$ cat config.mk
export PLATFORM = sky130hd
export DESIGN_NAME = fcc_label_scan_ctrl
export DESIGN_NICKNAME = d
export VERILOG_FILES = /design/src/rtl/fcc_label_scan_ctrl.sv
export SDC_FILE = /design/constraint.sdc
export NUM_CORES = 1
export LEC_CHECK = 0
export BUFFER_PORTS_ARGS = -buffer_cell sky130_fd_sc_hd__buf_2
export CAP_MARGIN = 20
export CORE_MARGIN = 4
export CORE_UTILIZATION = 51
export CTS_CLUSTER_DIAMETER = 120
export DETAILED_ROUTE_END_ITERATION = 10
export PLACE_DENSITY = 0.86
export SLEW_MARGIN = 20
export SYNTH_ARGS = -nofsm -noshare
export SYNTH_HDL_FRONTEND = slang
export SYNTH_SLANG_ARGS = --single-unit
export TNS_END_PERCENT = 20
$ cat constraint.sdc
create_clock -name clk -period 2.7 [get_ports clk]
set_input_delay 0.135 -clock clk [delete_from_list [all_inputs] [get_ports clk]]
set_output_delay 0.135 -clock clk [all_outputs]
set_load 0.01 [all_outputs]
$ cat src/rtl/fcc_label_scan_ctrl.sv
// First-pass connected-component labelling sequencer for the FCC point grid.
// Raster-scans the grid one cell every five cycles, derives a provisional
// label from the cell's ground flag and its left/up neighbours, writes it
// back and reports label equivalences for a downstream merge stage.
module fcc_label_scan_ctrl #(
    parameter int ROWS    = 30,
    parameter int COLS    = 30,
    parameter int ROW_W   = 8,
    parameter int COL_W   = 5,
    parameter int LABEL_W = 16
) (
    input  logic               clk,
    input  logic               rst,
    input  logic               start,
    output logic               busy,
    output logic               done,
    output logic               mem_we,
    output logic [ROW_W-1:0]   mem_wr_row,
    output logic [COL_W-1:0]   mem_wr_col,
    output logic [LABEL_W-1:0] mem_wr_label,
    output logic               mem_wr_is_ground,
    output logic [ROW_W-1:0]   mem_rd_row,
    output logic [COL_W-1:0]   mem_rd_col,
    input  logic [LABEL_W-1:0] mem_rd_label,
    input  logic               mem_rd_is_ground,
    output logic               eq_valid,
    output logic [LABEL_W-1:0] eq_a,
    output logic [LABEL_W-1:0] eq_b,
    output logic [LABEL_W-1:0] label_count,
    output logic               overflow
);

    typedef enum logic [2:0] {
        S_IDLE, S_RC, S_RL, S_RU, S_WU, S_WR, S_DONE
    } state_t;

    localparam logic [ROW_W-1:0]   LAST_ROW = ROW_W'(ROWS - 1);
    localparam logic [COL_W-1:0]   LAST_COL = COL_W'(COLS - 1);
    localparam logic [LABEL_W-1:0] LBL_MAX  = '1;
    localparam logic [LABEL_W-1:0] LBL_ONE  = LABEL_W'(1);

    state_t               r_state;
    state_t               w_state_nxt;
    logic [ROW_W-1:0]     r_row;
    logic [COL_W-1:0]     r_col;
    logic [LABEL_W-1:0]   r_next_label;
    logic [LABEL_W-1:0]   r_label_count;
    logic                 r_overflow;
    logic                 r_cur_ground;
    logic [LABEL_W-1:0]   r_left_lbl;
    logic [LABEL_W-1:0]   r_up_lbl;

    logic                 w_last_col;
    logic                 w_last_cell;
    logic                 w_need_new;
    logic                 w_eq;
    logic [LABEL_W-1:0]   w_min;
    logic [LABEL_W-1:0]   w_max;
    logic [LABEL_W-1:0]   w_wr_label;

    assign w_last_col  = (r_col == LAST_COL);
    assign w_last_cell = w_last_col && (r_row == LAST_ROW);
    assign label_count = r_label_count;
    assign overflow    = r_overflow;

    // State register.
    always_ff @(posedge clk or posedge rst) begin
        if (rst) begin
            r_state <= S_IDLE;
        end else begin
            r_state <= w_state_nxt;
        end
    end

    // Label decision for the cell being written, from its captured neighbours.
    always_comb begin
        w_need_new = !r_cur_ground && (r_left_lbl == '0) && (r_up_lbl == '0);
        w_eq       = !r_cur_ground && (r_left_lbl != '0) && (r_up_lbl != '0)
                     && (r_left_lbl != r_up_lbl);
        w_min      = (r_left_lbl < r_up_lbl) ? r_left_lbl : r_up_lbl;
        w_max      = (r_left_lbl < r_up_lbl) ? r_up_lbl : r_left_lbl;
        if (r_cur_ground) begin
            w_wr_label = '0;
        end else if (w_need_new) begin
            w_wr_label = r_next_label;
        end else if (r_left_lbl == '0) begin
            w_wr_label = r_up_lbl;
        end else if (r_up_lbl == '0) begin
            w_wr_label = r_left_lbl;
        end else begin
            w_wr_label = w_min;
        end
    end

    // Next-state and output decode; out-of-range neighbour reads fall back to (row, col).
    always_comb begin
        w_state_nxt      = r_state;
        busy             = 1'b0;
        done             = 1'b0;
        mem_we           = 1'b0;
        mem_wr_row       = '0;
        mem_wr_col       = '0;
        mem_wr_label     = '0;
        mem_wr_is_ground = 1'b0;
        mem_rd_row       = '0;
        mem_rd_col       = '0;
        eq_valid         = 1'b0;
        eq_a             = '0;
        eq_b             = '0;
        case (r_state)
            S_IDLE: begin
                if (start) w_state_nxt = S_RC;
            end
            S_RC: begin
                busy        = 1'b1;
                mem_rd_row  = r_row;
                mem_rd_col  = r_col;
                w_state_nxt = S_RL;
            end
            S_RL: begin
                busy        = 1'b1;
                mem_rd_row  = r_row;
                mem_rd_col  = (r_col == '0) ? r_col : r_col - 1'b1;
                w_state_nxt = S_RU;
            end
            S_RU: begin
                busy        = 1'b1;
                mem_rd_row  = (r_row == '0) ? r_row : r_row - 1'b1;
                mem_rd_col  = r_col;
                w_state_nxt = S_WU;
            end
            S_WU: begin
                busy        = 1'b1;
                mem_rd_row  = r_row;
                mem_rd_col  = r_col;
                w_state_nxt = S_WR;
            end
            S_WR: begin
                busy             = 1'b1;
                mem_we           = 1'b1;
                mem_wr_row       = r_row;
                mem_wr_col       = r_col;
                mem_wr_label     = w_wr_label;
                mem_wr_is_ground = r_cur_ground;
                eq_valid         = w_eq;
                eq_a             = w_eq ? w_min : '0;
                eq_b             = w_eq ? w_max : '0;
                w_state_nxt      = w_last_cell ? S_DONE : S_RC;
            end
            S_DONE: begin
                done        = 1'b1;
                w_state_nxt = S_IDLE;
            end
            default: w_state_nxt = S_IDLE;
        endcase
    end

    // Scan position, neighbour capture and label allocation bookkeeping.
    always_ff @(posedge clk or posedge rst) begin
        if (rst) begin
            r_row         <= '0;
            r_col         <= '0;
            r_next_label  <= LBL_ONE;
            r_label_count <= '0;
            r_overflow    <= 1'b0;
            r_cur_ground  <= 1'b0;
            r_left_lbl    <= '0;
            r_up_lbl      <= '0;
        end else begin
            case (r_state)
                S_IDLE: begin
                    if (start) begin
                        r_row         <= '0;
                        r_col         <= '0;
                        r_next_label  <= LBL_ONE;
                        r_label_count <= '0;
                        r_overflow    <= 1'b0;
                    end
                end
                S_RL: r_cur_ground <= mem_rd_is_ground;
                S_RU: r_left_lbl   <= (r_col == '0) ? '0 : mem_rd_label;
                S_WU: r_up_lbl     <= (r_row == '0) ? '0 : mem_rd_label;
                S_WR: begin
                    if (w_last_col) begin
                        r_col <= '0;
                        r_row <= r_row + 1'b1;
                    end else begin
                        r_col <= r_col + 1'b1;
                    end
                    // The all-ones label is handed out once normally; later requests reuse it and flag overflow.
                    if (w_need_new) begin
                        if (r_next_label != LBL_MAX) begin
                            r_next_label  <= r_next_label + 1'b1;
                            r_label_count <= r_label_count + 1'b1;
                        end else if (r_label_count != LBL_MAX) begin
                            r_label_count <= LBL_MAX;
                        end else begin
                            r_overflow <= 1'b1;
                        end
                    end
                end
                default: ;
            endcase
        end
    end

endmodule

==> flow_summary.json, run 1 <==
{
  "hold_viol": 0,
  "ys_seq_area_frac": 0.348,
  "design_power_total_mw": 9.04,
  "critical-path-max-stage-delay_ns": 0.48,
  "cts-root-buf": "clkbuf_16",
  "drtPass1Iterations": 5,
  "ys.flop_type": "dfrtp_1",
  "cpMostUsedCell": "buf_4",
  "tightest_slew_ns": 0.788,
  "r2r_slack_ns": 0.24,
  "async_reset_ff_frac": 1.00,
  "drive_gt1_frac": 0.259,
  "hpwl_mm": 12.2,
  "ys_warn_count": 0,
  "syn_nets": 802,
  "crit_fanout": 16,
  "fmax_mhz": 346,
  "grt_usage": 0.265,
  "die_y_um": 116,
  "met1_length_mm": 7.63,
  "routed.top_layer": "met4",
  "crit_path_end": "mem_wr_label[10]",
  "grt_pass1_wl_mm": 28.4,
  "setup_viol": 46,
  "io_pins": 116,
  "min_path_cells": 2,
  "numPortBuffers": 115,
  "crit_arrival_ns": 2.75,
  "die_area_mm2": 0.0134,
  "critPathLaunchType": "flip-flop",
  "gp_congestion": 0.950,
  "crit_path_top_delay_cell": "a2111o_1",
  "avgSynthCellArea_um2": 7.80,
  "ys_seq_elements": 82,
  "drtAntennaViolNets": 0,
  "critPathKind": "reg -> out",
  "routedWlPerCell_um": 17.2,
  "startpoint": "r_left_lbl[11]",
  "rsz0062_at_grt": "yes",
  "violations": "setup timing",
  "synth_cell_types": 57,
  "fin_worst_skew_ns": 0.00693,
  "r2r_cells": 7,
  "cts_max_level": 3,
  "vias": 6286,
  "hold_ws_ns": 0.0221,
  "die_w_um": 116,
  "hp-class": "in -> reg",
  "wl_mm": 18.0,
  "coreArea_mm2": 0.0114,
  "min_period_ns": 2.89,
  "final_cells": 1045,
  "r2r-start": "r_left_lbl[11]",
  "cp_num_buf_inv": 3,
  "clk_pin_slew_ns": 0.06,
  "synth_top_area_cell": "dfrtp_1",
  "drt_iter0_drc": 530,
  "areaGrowthSynthToFinish_pct": 24.8,
  "synth_area_leaders": "dfrtp_1 (34%), nand2_1 (6.9%), nor2_1 (6.4%), o21ai_0 (5.7%), mux2i_1 (5.4%)",
  "clk-insertion-delay-late_ns": 0.34,
  "initial_core_util": 0.520,
  "drc": 0,
  "run_status": "finished with violations",
  "path_cells": "ha_1, nand4_1, a2111o_1, buf_4, a31oi_1, buf_4, nand2b_1, a211oi_2, buf_2",
  "synth_top_area_share": 0.343,
  "synth_edf_count": 0,
  "end_kind": "primary output",
  "tns_ns": -3.39,
  "cp.required_ns": 2.57,
  "clkSinkCount": 82,
  "antenna_cells": 0,
  "cts_buffers": 9,
  "power.density_mw_per_mm2": 1230,
  "grt_max_degree": 44,
  "cap_violations": 0,
  "max-slew-margin-rel": 0.474,
  "via_per_inst": 6.02,
  "vdd_ir_drop_max_mv": 1.40,
  "syn_inst": 757,
  "clockBufferDepth": 2,
  "grt_overflow": 0,
  "drv_slew": 0,
  "antenna_found_initial": 0,
  "wl_met2_mm": 8.30,
  "wl_met3_mm": 1.44,
  "crit_family": "compound AO/OA/AOI/OAI gates",
  "path_depth": 9,
  "fin_ws_ns": -0.188,
  "place_inst": 1019,
  "num_rows": 39,
  "power.leakage_nw": 3.54,
  "r2r_end": "r_next_label[11]",
  "num-nets-final": 944,
  "finalCritPeriodShare": 1.07,
  "cts_tree": "built",
  "synthesis.area_mm2": 0.00591,
  "grt_pass1_vias": 5611
}
-- cells by family after synthesis --
family          after synthesis  share of synthesized area
mux                          34                     0.0580
flops                        82                      0.348
fa+ha+maj                    25                     0.0529
compound gates              164                      0.160
xor+xnor                     21                     0.0311
buf+inv                      78                     0.0597
simple gates                353                      0.290
-- report_power, final --
| part | total (mW) | internal (mW) | leakage (nW) | switching, mW |
|---|---|---|---|---|
| clock | 1.37 | 0.876 | 0.161 | 0.497 |
| sequential | 1.80 | 1.52 | 1.11 | 0.283 |
| combinational | 5.86 | 2.53 | 2.27 | 3.34 |
| total | 9.04 | 4.92 | 3.54 | 4.12 |
-- final cells by class --
| cell class | instances | area [um^2] |
|---|---|---|
| fillers | 922 | 4000 |
| multi-input cells | 597 | 3610 |
| flip-flops and latches | 82 | 2060 |
| repair buffers | 178 | 1080 |
| clock buffers | 12 | 267 |
| well taps | 143 | 179 |
| inverters | 31 | 118 |
| clock inverters | 2 | 60.1 |
-- routing by layer --
layer | vias up | global-route usage
li1 | 2941 | -
met1 | 2927 | 0.365
met2 | 347 | 0.416
met3 | 71 | 0.0449
met4 | 0 | 0.109
met5 | - | 0
-- placed cells by master, fill, tap and decap left out, types with 3 or more instances in the layout --
cell type / instances
o211ai_1: 4
or4_1: 3
a211oi_1: 10
buf_2: 115
nor3_1: 17
ha_4: 3
dfrtp_1: 76
ha_1: 22
xor2_1: 11
o21ai_2: 3
and3_1: 15
nand2_1: 109
o21ai_0: 67
nor2_2: 4
buf_4: 58
xnor2_1: 10
a31oi_1: 3
nand2b_1: 19
a211oi_2: 8
and2_1: 4
dfrtp_2: 5
nand4_1: 16
clkbuf_8: 3
inv_1: 30
and4_1: 3
nor4_1: 14
or3_1: 3
o31ai_1: 4
a21oi_1: 52
mux2i_1: 31
nand3_1: 27
clkbuf_16: 9
nor2_1: 98
-- worst reg2reg max path, stage by stage (launching register included) --
cell     delay, ns
dfrtp_1       0.39
buf_4         0.16
nor4_1        0.39
and4_1        0.38
and3_1        0.34
nand3_4       0.13
or4_1         0.47
o21ai_0       0.10
-- how the worst min path moves through the flow --
stage	end	from	slack, ns
floorplan	r_left_lbl[0]	mem_rd_label[0]	0.27
global placement	label_count[2]	rst	0.29
detailed placement	label_count[3]	rst	0.30
CTS	r_cur_ground	mem_rd_is_ground	0.03
global route	r_cur_ground	mem_rd_is_ground	0.03
finish	r_cur_ground	mem_rd_is_ground	0.02
-- synth_stat cells, types with 4 or more instances --
library cell,instances
a211oi_1,18
a21oi_1,52
and2_1,4
and3_1,15
buf_1,4
buf_2,12
buf_6,5
clkbuf_1,24
dfrtp_1,81
ha_1,25
inv_1,31
mux2i_1,32
nand2_1,109
nand2b_1,19
nand3_1,28
nand4_1,16
nor2_1,100
nor3_1,17
nor4_1,14
o211ai_1,4
o21ai_0,67
o31ai_1,4
or3_1,4
xnor2_1,10
xor2_1,11
-- flip-flops by register name, indices dropped and copies added (netlist names) --
| signal | cells |
|---|---|
| r_state | 3 |
| r_col | 5 |
| r_cur_ground | 1 |
| label_count | 16 |
| r_left_lbl | 16 |
| overflow | 1 |
| r_row | 8 |
| r_next_label | 16 |
| r_up_lbl | 16 |
-- metrics by stage --
stage | worst slack [ns] | instance area, um^2 | util
after global routing | -0.214 | 7370 | 0.649
after CTS | 0.00117 | 7270 | 0.639
after floorplan | 0.389 | 5910 | -
after global placement | 0.113 | 6840 | 0.602
after detailed placement | 0.0350 | 6840 | 0.602
final | -0.188 | 7370 | 0.649
-- repair_timing --
action | 4_1_cts | 5_1_grt
endpoints found under the hold margin | 41 | 0
hold buffers | 1 | 0
pin swaps | 6 | 6
gates resized for setup | 12 | 12
endpoints found under the setup margin | 48 | 51
buffers inserted | 5 | 6
Power figures use the tool's default switching activity.
==> run 2: changes to the inputs <==
TNS_END_PERCENT = 30   (was 20)
==> flow_summary.json, run 2 (same netlist as run 1, synthesis figures left out) <==
{
  "power.leakage_nw": 3.55,
  "crit_fanout": 8,
  "hp-class": "in -> reg",
  "die_y_um": 116,
  "design_power_total_mw": 9.21,
  "run_status": "finished with violations",
  "drtAntennaViolNets": 0,
  "grt_pass1_vias": 5611,
  "initial_core_util": 0.520,
  "grt_usage": 0.265,
  "drive_gt1_frac": 0.259,
  "cap_violations": 0,
  "numPortBuffers": 115,
  "cts-root-buf": "clkbuf_16",
  "cp.required_ns": 2.57,
  "max-slew-margin-rel": 0.480,
  "clk-insertion-delay-late_ns": 0.34,
  "drv_slew": 0,
  "grt_max_degree": 44,
  "die_area_mm2": 0.0134,
  "finalCritPeriodShare": 1.07,
  "place_inst": 1019,
  "areaGrowthSynthToFinish_pct": 24.9,
  "r2r_cells": 7,
  "power.density_mw_per_mm2": 1250,
  "path_cells": "ha_4, nand4_1, a2111o_1, nand4b_1, buf_6, a21oi_1, a211oi_2, buf_2",
  "critPathKind": "reg -> out",
  "cts_max_level": 3,
  "min_period_ns": 2.88,
  "final_cells": 1046,
  "hpwl_mm": 12.2,
  "r2r-start": "r_left_lbl[10]",
  "crit_arrival_ns": 2.75,
  "antenna_found_initial": 0,
  "crit_path_top_delay_cell": "a2111o_1",
  "end_kind": "primary output",
  "r2r_end": "r_next_label[11]",
  "num_rows": 39,
  "rsz0062_at_grt": "yes",
  "violations": "setup timing",
  "drt_iter0_drc": 547,
  "tightest_slew_ns": 0.780,
  "clockBufferDepth": 2,
  "min_from": "mem_rd_is_ground",
  "vias": 6202,
  "setup_viol": 41,
  "routedWlPerCell_um": 17.0,
  "hold_ws_ns": 0.0224,
  "holdPathEnd": "r_cur_ground",
  "io_pins": 116,
  "hold_viol": 0,
  "final_cell_mix": "buf_2 (115), nand2_1 (109), nor2_1 (98)",
  "grt_overflow": 0,
  "fmax_mhz": 347,
  "register_area_mm2": 0.00206,
  "drtPass1Iterations": 5,
  "fin_worst_skew_ns": 0.00756,
  "gp_congestion": 0.950,
  "critPathLaunchType": "flip-flop",
  "cts_buffers": 9,
  "num-nets-final": 945,
  "startpoint": "r_left_lbl[13]",
  "vdd_ir_drop_max_mv": 1.15,
  "grt_pass1_wl_mm": 28.4,
  "via_per_inst": 5.93,
  "n_fill_cell": 918,
  "clkSinkCount": 82,
  "die_w_um": 116,
  "fin_ws_ns": -0.180,
  "mostFrequentLayoutCell": "buf_2",
  "coreArea_mm2": 0.0114,
  "multiInputGateArea_mm2": 0.00359,
  "drc": 0,
  "min_path_cells": 2,
  "critical-path-max-stage-delay_ns": 0.50,
  "antenna_cells": 0,
  "clk_pin_slew_ns": 0.06,
  "cts_tree": "built",
  "wl_mm": 17.8,
  "r2r_slack_ns": 0.26
}
-- run 2: cell count changes in the layout (fill, tap and decap cells not counted), sizes merged --
cell	previous run	this run
clkbuf	12	13
-- run 2: worst max-delay path by stage --
stage,end,slack (ns),cells past startpoint
global route,mem_wr_label[14],-0.23,9
floorplan,mem_wr_label[5],0.39,9
global placement,mem_wr_label[15],0.11,9
finish,mem_wr_label[14],-0.18,8
CTS,mem_wr_label[15],0.001,9
detailed placement,mem_wr_label[15],0.03,9
-- run 2: through the flow --
step | setup WS, ns | area (um^2) | utilization | TNS (ns)
2_1_floorplan | 0.389 | 5910 | - | 0
5_1_grt | -0.230 | 7380 | 0.649 | -6.08
3_5_place_dp | 0.0350 | 6840 | 0.602 | 0
3_3_place_gp | 0.113 | 6840 | 0.602 | 0
6_report | -0.180 | 7380 | 0.649 | -2.76
4_1_cts | 0.00117 | 7270 | 0.639 | 0
-- run 2: metal layers --
| layer | track usage | part of all wire | vias up |
|---|---|---|---|
| li1 | - | - | 2942 |
| met1 | 0.365 | 0.43 | 2902 |
| met2 | 0.416 | 0.46 | 301 |
| met3 | 0.0449 | 0.077 | 57 |
| met4 | 0.109 | 0.031 | 0 |
| met5 | 0 | 0 | - |
-- run 2: critical path, delay by kind of cell, from the launching register on --
kind                       cells  cell delay, ns
and+or+nand+nor                2            0.40
adders and majority gates      1            0.28
AOI/OAI and AO/OA              3            0.89
DFF                            1            0.45
buffers and inverters          2            0.36
-- run 2: final cells by class --
class                   instances  area share
multi-input cells             597       0.486
well taps                     143      0.0242
flip-flops and latches         82       0.279
clock buffers                  12      0.0361
repair buffers                179       0.151
clock inverters                 2     0.00814
inverters                      31      0.0159
-- run 2: power by group --
part | total [mW] | leakage [nW] | internal (mW) | switching [mW]
Clock | 1.37 | 0.161 | 0.876 | 0.494
Sequential | 1.80 | 1.11 | 1.52 | 0.278
Combinational | 6.04 | 2.28 | 2.67 | 3.36
Total | 9.21 | 3.55 | 5.07 | 4.13
-- run 2: timing repair --
action / 4_1_cts / 5_1_grt
pin swaps: 6 / 6
endpoints found under the hold margin: 41 / 0
cloned: 0 / 1
buffers inserted: 5 / 6
hold buffers: 1 / 0
gates resized for setup: 12 / 12
setup endpoints to repair: 48 / 51
==> run 3: changes to the inputs <==
CELL_PAD_IN_SITES_DETAIL_PLACEMENT = 2   (was unset)
CELL_PAD_IN_SITES_GLOBAL_PLACEMENT = 2   (was unset)
CORE_UTILIZATION = 32   (was 51)
PLACE_DENSITY = 0.91   (was 0.86)
==> flow_summary.json, run 3 (same netlist as run 1, synthesis figures left out) <==
{
  "run_status": "finished with violations",
  "violations": "setup timing",
  "grt_pass1_wl_mm": 46.8,
  "grt_max_degree": 81,
  "startpoint": "r_up_lbl[1]",
  "hp-class": "in -> reg",
  "place_inst": 1104,
  "gp_congestion": 0.865,
  "areaGrowthSynthToFinish_pct": 35.4,
  "fmax_mhz": 309,
  "r2r_end": "r_next_label[6]",
  "cts-root-buf": "clkbuf_16",
  "finalCritPeriodShare": 1.20,
  "final_cells": 1153,
  "grt_overflow": 0,
  "antenna_found_initial": 0,
  "tightest_slew_ns": 0.790,
  "drc": 0,
  "clk_pin_slew_ns": 0.08,
  "hold_ws_ns": 0.0153,
  "setup_viol": 63,
  "power.leakage_nw": 3.69,
  "critPathLaunchType": "flip-flop",
  "power.density_mw_per_mm2": 1590,
  "die_w_um": 144,
  "drtAntennaViolNets": 0,
  "design_area_mm2": 0.00800,
  "vdd_ir_drop_max_mv": 0.969,
  "grt_pass1_vias": 7437,
  "cts_max_level": 3,
  "drtPass1Iterations": 5,
  "crit_path_end": "mem_wr_label[12]",
  "r2r_cells": 8,
  "clockBufferDepth": 2,
  "antenna_cells": 0,
  "cts_tree": "built",
  "drv_slew": 0,
  "cts_buffers": 9,
  "crit_family": "compound AO/OA/AOI/OAI gates",
  "crit_fanout": 3,
  "max-slew-margin-rel": 0.473,
  "drt_iter0_drc": 630,
  "final_cell_mix": "buf_2 (115), nand2_1 (108), nor2_1 (96)",
  "num_rows": 49,
  "cp.required_ns": 2.57,
  "n_fill_cell": 1969,
  "end_kind": "primary output",
  "crit_path_top_delay_cell": "a2111o_1",
  "hold_viol": 0,
  "vias": 7301,
  "critical-path-max-stage-delay_ns": 0.51,
  "crit_arrival_ns": 3.10,
  "initial_core_util": 0.327,
  "mostFrequentLayoutCell": "buf_2",
  "clkSinkCount": 82,
  "drive_gt1_frac": 0.331,
  "grt_usage": 0.295,
  "coreArea_mm2": 0.0181,
  "design_power_total_mw": 12.7,
  "cpMostUsedCell": "buf_6",
  "num-nets-final": 964,
  "r2r_slack_ns": -0.22,
  "dpl_cell_area_mm2": 0.00697,
  "numPortBuffers": 115,
  "die_area_mm2": 0.0207,
  "path_depth": 11,
  "path_cells": "inv_2, ha_4, nor2b_4, o211ai_1, a2111o_1, nand4b_1, buf_6, buf_6, a21oi_2, a211oi_2, buf_2",
  "io_pins": 116,
  "critPathKind": "reg -> out",
  "finish.utilization": 0.442,
  "clk-insertion-delay-late_ns": 0.38,
  "min_from": "mem_rd_label[2]",
  "hpwl_mm": 18.2,
  "cp_num_buf_inv": 4,
  "min_period_ns": 3.23,
  "wl_mm": 36.1,
  "cap_violations": 0,
  "rsz0062_at_grt": "yes",
  "fin_ws_ns": -0.531,
  "die_y_um": 144,
  "routedWlPerCell_um": 31.3,
  "r2r-start": "r_up_lbl[10]",
  "via_per_inst": 6.33,
  "fin_worst_skew_ns": 0.0157
}
[run 3: changes by cell type in the layout (fill, tap and decap cells not counted), sizes merged]
cell	delta
clkbuf	+2
buf	+19
clkinvlp	+1
bufinv	-2
inv	+1
[run 3: worst min path at each step]
| stage | depth (start not counted) | slack, ns | end |
|---|---|---|---|
| 2_1_floorplan | 2 | 0.27 | r_left_lbl[0] |
| 3_3_place_gp | 2 | -0.002 | r_row[4] |
| 3_5_place_dp | 2 | 0.002 | r_row[4] |
| 4_1_cts | 3 | 0.03 | r_up_lbl[7] |
| 5_1_grt | 3 | 0.02 | r_up_lbl[12] |
| 6_report | 3 | 0.02 | r_left_lbl[2] |
[run 3: timing repair]
| item | CTS | global route |
|---|---|---|
| gates cloned | 2 | 1 |
| pin swaps | 11 | 15 |
| hold endpoints to repair | 81 | 0 |
| endpoints found under the setup margin | 49 | 72 |
| hold buffers | 1 | 0 |
| gates resized for setup | 49 | 46 |
| buffers inserted | 6 | 24 |
[run 3: stage by stage]
stage | TNS (ns) | worst slack [ns]
after floorplan | 0 | 0.389
after global routing | -20.49 | -0.534
after CTS | -4.20 | -0.164
final | -18.87 | -0.531
after global placement | 0 | 0.0831
after detailed placement | -0.0838 | -0.0468
[run 3: power by group]
part,total (mW),switching (mW),internal [mW]
clock,1.40,0.649,0.756
combinational,9.30,5.30,4.00
sequential,2.02,0.484,1.54
total,12.7,6.44,6.29
[run 3: worst min-delay path: cells and delay by family]
family | cells | cell delay (ns)
AOI/OAI and AO/OA | 1 | 0.06
buffers and inverters | 1 | 0.11
and+or+nand+nor | 1 | 0.05
[run 3: metal layers]
layer / up-vias / part of all wire / global-route usage
met3: 180 / 0.076 / 0.0582
met5: - / 0 / 0
met4: 0 / 0.069 / 0.129
li1: 2964 / - / -
met1: 3680 / 0.38 / 0.363
met2: 477 / 0.48 / 0.502
[run 3: cell type report]
cell class                 count  area [um^2]  area share
multi-input combinational    597         3870       0.484
sequential                    82         2070       0.259
timing repair buffer         198         1340       0.167
clock buffer                  14          294      0.0368
tap                          229          287      0.0358
inverter                      31          118      0.0147
clock inverter                 2         16.3     0.00203
